$ cat config.mk
export PLATFORM = sky130hd
export DESIGN_NAME = bus_arbiter_n
export DESIGN_NICKNAME = d
export VERILOG_FILES = /design/src/rtl/bus_arb_pkg.sv /design/src/rtl/arb_pick_n.sv /design/src/rtl/bus_arbiter_n.sv
export SDC_FILE = /design/constraint.sdc
export NUM_CORES = 1
export LEC_CHECK = 0
export ABC_CLOCK_PERIOD_IN_PS = 5600
export CELL_PAD_IN_SITES_DETAIL_PLACEMENT = 0
export CELL_PAD_IN_SITES_GLOBAL_PLACEMENT = 1
export CORE_UTILIZATION = 37
export CTS_CLUSTER_DIAMETER = 120
export DETAILED_ROUTE_END_ITERATION = 10
export PLACE_DENSITY_LB_ADDON = 0.1
export SYNTH_ARGS = -nofsm -noshare
export SYNTH_HDL_FRONTEND = slang
export SYNTH_SLANG_ARGS = --single-unit
$ cat constraint.sdc
create_clock -name clk -period 5.6 [get_ports clk]
set_input_delay 1.68 -clock clk [delete_from_list [all_inputs] [get_ports clk]]
set_output_delay 1.68 -clock clk [all_outputs]
set_load 0.05 [all_outputs]
$ cat src/rtl/bus_arb_pkg.sv
// Shared definitions for the N-requestor bus arbiters: FSM encoding and
// arbitration-mode constants.
package bus_arb_pkg;

  typedef enum logic [1:0] {
    ARB_IDLE  = 2'd0,
    ARB_GRANT = 2'd1,
    ARB_GAP   = 2'd2
  } arb_state_e;

  localparam int ARB_FIXED = 0;
  localparam int ARB_RR    = 1;

endpackage

$ cat src/rtl/arb_pick_n.sv
// Combinational winner select: lowest set request (fixed) or first set request
// scanning upward from ptr_i with wrap (round-robin). Shared by read/write arbiters.
module arb_pick_n #(
  parameter int N_REQ = 3,
  parameter int IDW   = $clog2(N_REQ)
) (
  input  logic [N_REQ-1:0] req_i,
  input  logic [IDW-1:0]   ptr_i,
  input  logic             rr_mode_i,
  output logic [N_REQ-1:0] gnt_oh_o,
  output logic [IDW-1:0]   gnt_idx_o,
  output logic             valid_o
);

  localparam int SW = IDW + 1;

  logic          found;
  logic [SW-1:0] sum;
  logic [IDW-1:0] pos;

  // ptr_i and k are both below N_REQ, so one conditional subtract is a full modulo
  always_comb begin
    gnt_oh_o  = '0;
    gnt_idx_o = '0;
    found     = 1'b0;
    sum       = '0;
    pos       = '0;
    for (int k = 0; k < N_REQ; k++) begin
      if (rr_mode_i) begin
        sum = {1'b0, ptr_i} + SW'(k);
      end else begin
        sum = SW'(k);
      end
      if (sum >= SW'(N_REQ)) begin
        sum = sum - SW'(N_REQ);
      end
      pos = sum[IDW-1:0];
      if (!found && req_i[pos]) begin
        found          = 1'b1;
        gnt_oh_o[pos]  = 1'b1;
        gnt_idx_o      = pos;
      end
    end
  end

  assign valid_o = found;

endmodule

$ cat src/rtl/bus_arbiter_n.sv
// N-requestor bus arbiter: grant held until finish or watchdog expiry, then one
// dead GAP cycle before the next IDLE decision. All outputs are registered.
module bus_arbiter_n
  import bus_arb_pkg::*;
#(
  parameter int N_REQ   = 3,
  parameter int RR_MODE = 1,
  parameter int TIMEOUT = 1024,
  parameter int IDW     = $clog2(N_REQ)
) (
  input  logic             clk,
  input  logic             rst,
  input  logic [N_REQ-1:0] req,
  input  logic             finish,
  output logic [N_REQ-1:0] gnt,
  output logic [N_REQ-1:0] sel,
  output logic [IDW-1:0]   gnt_id,
  output logic             busy,
  output logic             timeout_err
);

  localparam int             TW     = (TIMEOUT < 2) ? 1 : $clog2(TIMEOUT + 1);
  localparam logic [TW-1:0]  T_LAST = TW'(TIMEOUT - 1);
  localparam logic           RR_EN  = (RR_MODE == ARB_RR);

  arb_state_e       state_q;
  logic [N_REQ-1:0] gnt_q;
  logic [IDW-1:0]   gnt_id_q;
  logic             busy_q;
  logic             terr_q;
  logic [IDW-1:0]   ptr_q;
  logic [IDW-1:0]   ptr_d;
  logic [TW-1:0]    timer_q;

  logic [N_REQ-1:0] pick_oh;
  logic [IDW-1:0]   pick_idx;
  logic             pick_valid;
  logic             wd_hit;

  arb_pick_n #(
    .N_REQ (N_REQ),
    .IDW   (IDW)
  ) u_pick (
    .req_i     (req),
    .ptr_i     (ptr_q),
    .rr_mode_i (RR_EN),
    .gnt_oh_o  (pick_oh),
    .gnt_idx_o (pick_idx),
    .valid_o   (pick_valid)
  );

  assign ptr_d  = (pick_idx == IDW'(N_REQ - 1)) ? '0 : pick_idx + 1'b1;
  assign wd_hit = (TIMEOUT != 0) && (timer_q == T_LAST);

  always_ff @(posedge clk or posedge rst) begin
    if (rst) begin
      state_q  <= ARB_IDLE;
      gnt_q    <= '0;
      gnt_id_q <= '0;
      busy_q   <= 1'b0;
      terr_q   <= 1'b0;
      ptr_q    <= '0;
      timer_q  <= '0;
    end else begin
      terr_q <= 1'b0;
      case (state_q)
        ARB_IDLE: begin
          if (pick_valid) begin
            gnt_q    <= pick_oh;
            gnt_id_q <= pick_idx;
            busy_q   <= 1'b1;
            timer_q  <= '0;
            state_q  <= ARB_GRANT;
            if (RR_EN) begin
              ptr_q <= ptr_d;
            end
          end
        end
        ARB_GRANT: begin
          if (timer_q != '1) begin
            timer_q <= timer_q + 1'b1;
          end
          // finish takes precedence over a coincident watchdog expiry
          if (finish) begin
            gnt_q   <= '0;
            busy_q  <= 1'b0;
            state_q <= ARB_GAP;
          end else if (wd_hit) begin
            gnt_q   <= '0;
            busy_q  <= 1'b0;
            terr_q  <= 1'b1;
            state_q <= ARB_GAP;
          end
        end
        ARB_GAP: begin
          state_q <= ARB_IDLE;
        end
        default: begin
          state_q <= ARB_IDLE;
        end
      endcase
    end
  end

  assign gnt         = gnt_q;
  assign sel         = gnt_q;
  assign gnt_id      = gnt_id_q;
  assign busy        = busy_q;
  assign timeout_err = terr_q;

endmodule
==> impl_metrics.toml <==
[outcome]
status = "completed"

[sta]
whs_ns = 0.515
fin_crit_sh_pct = 65.8
rsz0062_at_grt = "false"
timing.slew.headroom_pct = 45.7
tightest_slew_ns = 0.814
drv_slew = 0
fin_tns_setup_ns = 0
fin_crit_ns = 3.69
worst_clock_skew_ns = 0.0105
fmaxAchievable_mhz = 271
finalSetupViolCount = 0
final_hold_viol_count = 0

[power]
switching_share_pct = 44.1
p_int_mw = 0.464
p_clk_share_pct = 14.7
sequentialPowerShare_pct = 27.3
p_comb_share_pct = 58.0
switchingPower_mw = 0.366
power_leakage_nw = 0.650
p_per_area_mw_per_mm2 = 555
power_mw = 0.830
ir_drop_mv = 0.333

[synth]
synth-edff-count = 0
synth_largest_area_cell = "dfrtp_1"
synth_common_cells = "22 x dfrtp_1, 17 x nor2_1, 9 x nand2_1"
synth_cells = 130
ys_seq_area_share_pct = 42.3
yosysMostFrequentCell = "dfrtp_1"
syn_avg_cell_area_um2 = 10.0
synth_area_leaders = "dfrtp_1 42%, xor2_1 5.4%, nor2_1 4.9%"
yosys_most_used_dff = "dfrtp_1"
yosysUniqueCellTypes = 38
yosys_warnings = 0
synth-seq-cells = 22
synth_area_mm2 = 0.00130
async_flop_share_pct = 100
synth_top_cell_area_share_pct = 42.3
syn-num-nets = 141

[flow_run]
drv_cap = 0

[clock_network]
clk_latency_ns = 0.31
h-tree-depth = 1
path_clk_slew_ns = 0.12
cts_max_path_buffers = 2
ctsRootBufferMaster = "clkbuf_4"
cts_inserted_buffers = 3
cts_resized = 0
cts_hold_buf = 0
tritoncts = "built"
clock_sinks = 22
cts_setup_buffers = 0

[global_routing]
grt_pass1_wl_um = 3750
gr-usage-all-layers_pct = 13.5
antenna_found_initial = 0
gr-total-overflow = 0
grt_max_degree = 23
grt_pass1_vias = 836

[floorplanning]
die_y_um = 61.3
core_mm2 = 0.00336
die_w_um = 61.3
ios = 16
die_area_mm2 = 0.00376
start_util_pct = 38.7
num_rows = 21

[route]
drtAntennaViolNets = 0
drt_first_pass_iters = 4
via_per_inst = 5.01
routed_wl_um = 2300
vias = 941
drcViolationCount = 0
avgRoutedWirePerCell_um = 12.2
drt_iter0_drc = 18

[worst_setup_path]
required_ns = 5.81
critPathCaptureType = "register"
rr_worst_depth = 6
startpoint_type = "primary input"
critPathMaxFanout = 20
crit_start = "req[2]"
rr_startpoint = "ptr_q[0]"
r2r_end = "gnt_id[0]"
critPathKind = "primary input to register"
r2r_setup_slack_ns = 2.98
crit_arrival_ns = 3.89
cp-endpoint = "gnt_id[0]"

[finish]
drive_above_1_share_pct = 7.75
regArea_um2 = 551
fin_cells = 188
fin_nets = 154
fin_util_pct = 44.5
n_antenna_cell = 0
syn_to_final_growth_pct = 14.8
nFillCells = 353
multiInputGateArea_um2 = 666

[worst_hold_path]
hp-class = "register to register"

[placement]
place_hpwl_um = 1700
place_inst = 184
gp_congestion = 0.843
io_buffers = 15
==> sequential cells by signal, indices dropped and copies added (netlist names) <==
signal / count
gnt_id: 2
timeout_err: 1
timer_q: 11
ptr_q: 2
busy: 1
gnt: 3
state_q: 2
==> per-stage QoR <==
step / setup WS, ns / cell area [µm²]
2_1_floorplan: 2.80 / 1300
3_3_place_gp: 1.68 / 1440
3_5_place_dp: 1.58 / 1440
4_1_cts: 1.89 / 1500
5_1_grt: 1.79 / 1500
6_report: 1.91 / 1500
==> critical path: stages <==
cell             delay, ns
clkdlybuf4s50_1       0.59
mux2i_1               0.12
mux2i_1               0.28
o31a_1                0.69
o221ai_1              0.35
o21a_1                0.19
==> area by class of cell <==
type,count,area share (%)
Clock buffer,3,1.51
Tap cell,46,3.85
Inverter,5,1.26
Clock inverter,1,2.01
Multi-Input combinational cell,96,44.5
Sequential cell,22,36.8
Timing Repair Buffer,15,10.0
==> cells in the final DEF, fill, tap and decap left out, drive strengths merged, types with 3 or more instances in the layout <==
master         instances
a32o                   3
and3                   3
clkbuf                 3
clkdlybuf4s50         15
dfrtp                 22
ha                     5
inv                    5
mux2i                  4
nand2                  9
nand2b                 5
nand3                  3
nand3b                 3
nand4                  4
nor2                  17
o21ai                  6
xor2                   8
==> power by group through the flow <==
| stage | Combinational (mW) | Sequential (mW) | Clock (mW) |
|---|---|---|---|
| floorplan | 0.360 | 0.285 | 0 |
| global placement | 0.483 | 0.230 | 0 |
| detailed placement | 0.480 | 0.231 | 0 |
| CTS | 0.484 | 0.228 | 0.126 |
| global route | 0.523 | 0.233 | 0.133 |
| finish | 0.481 | 0.227 | 0.122 |
==> per-layer routing <==
layer	share of wire (%)	GRT usage, %
met5	0	0
met4	1.1	4.76
met3	3.4	3.15
met2	39	19.9
met1	56	19.4
==> cells by family after synthesis <==
| logic type | Yosys count | share of synthesized area [%] |
|---|---|---|
| adders and majority gates | 5 | 4.80 |
| muxes | 6 | 5.09 |
| xor gates and xnor gates | 8 | 5.38 |
| and+or+nand+nor | 52 | 20.6 |
| DFF | 22 | 42.3 |
| buffers and inverters | 12 | 6.63 |
| AOI/OAI and AO/OA | 25 | 15.3 |
==> worst min path at each step <==
stage                            from          end  cells past startpoint
final                       gnt_id[0]    gnt_id[0]                      1
after global routing             busy         busy                      2
after CTS                   gnt_id[0]    gnt_id[0]                      1
after detailed placement    gnt_id[0]    gnt_id[0]                      1
after global placement      gnt_id[0]    gnt_id[0]                      1
after floorplan           timer_q[10]  timeout_err                      1
Note: power is estimated with default switching activity, not from simulation.
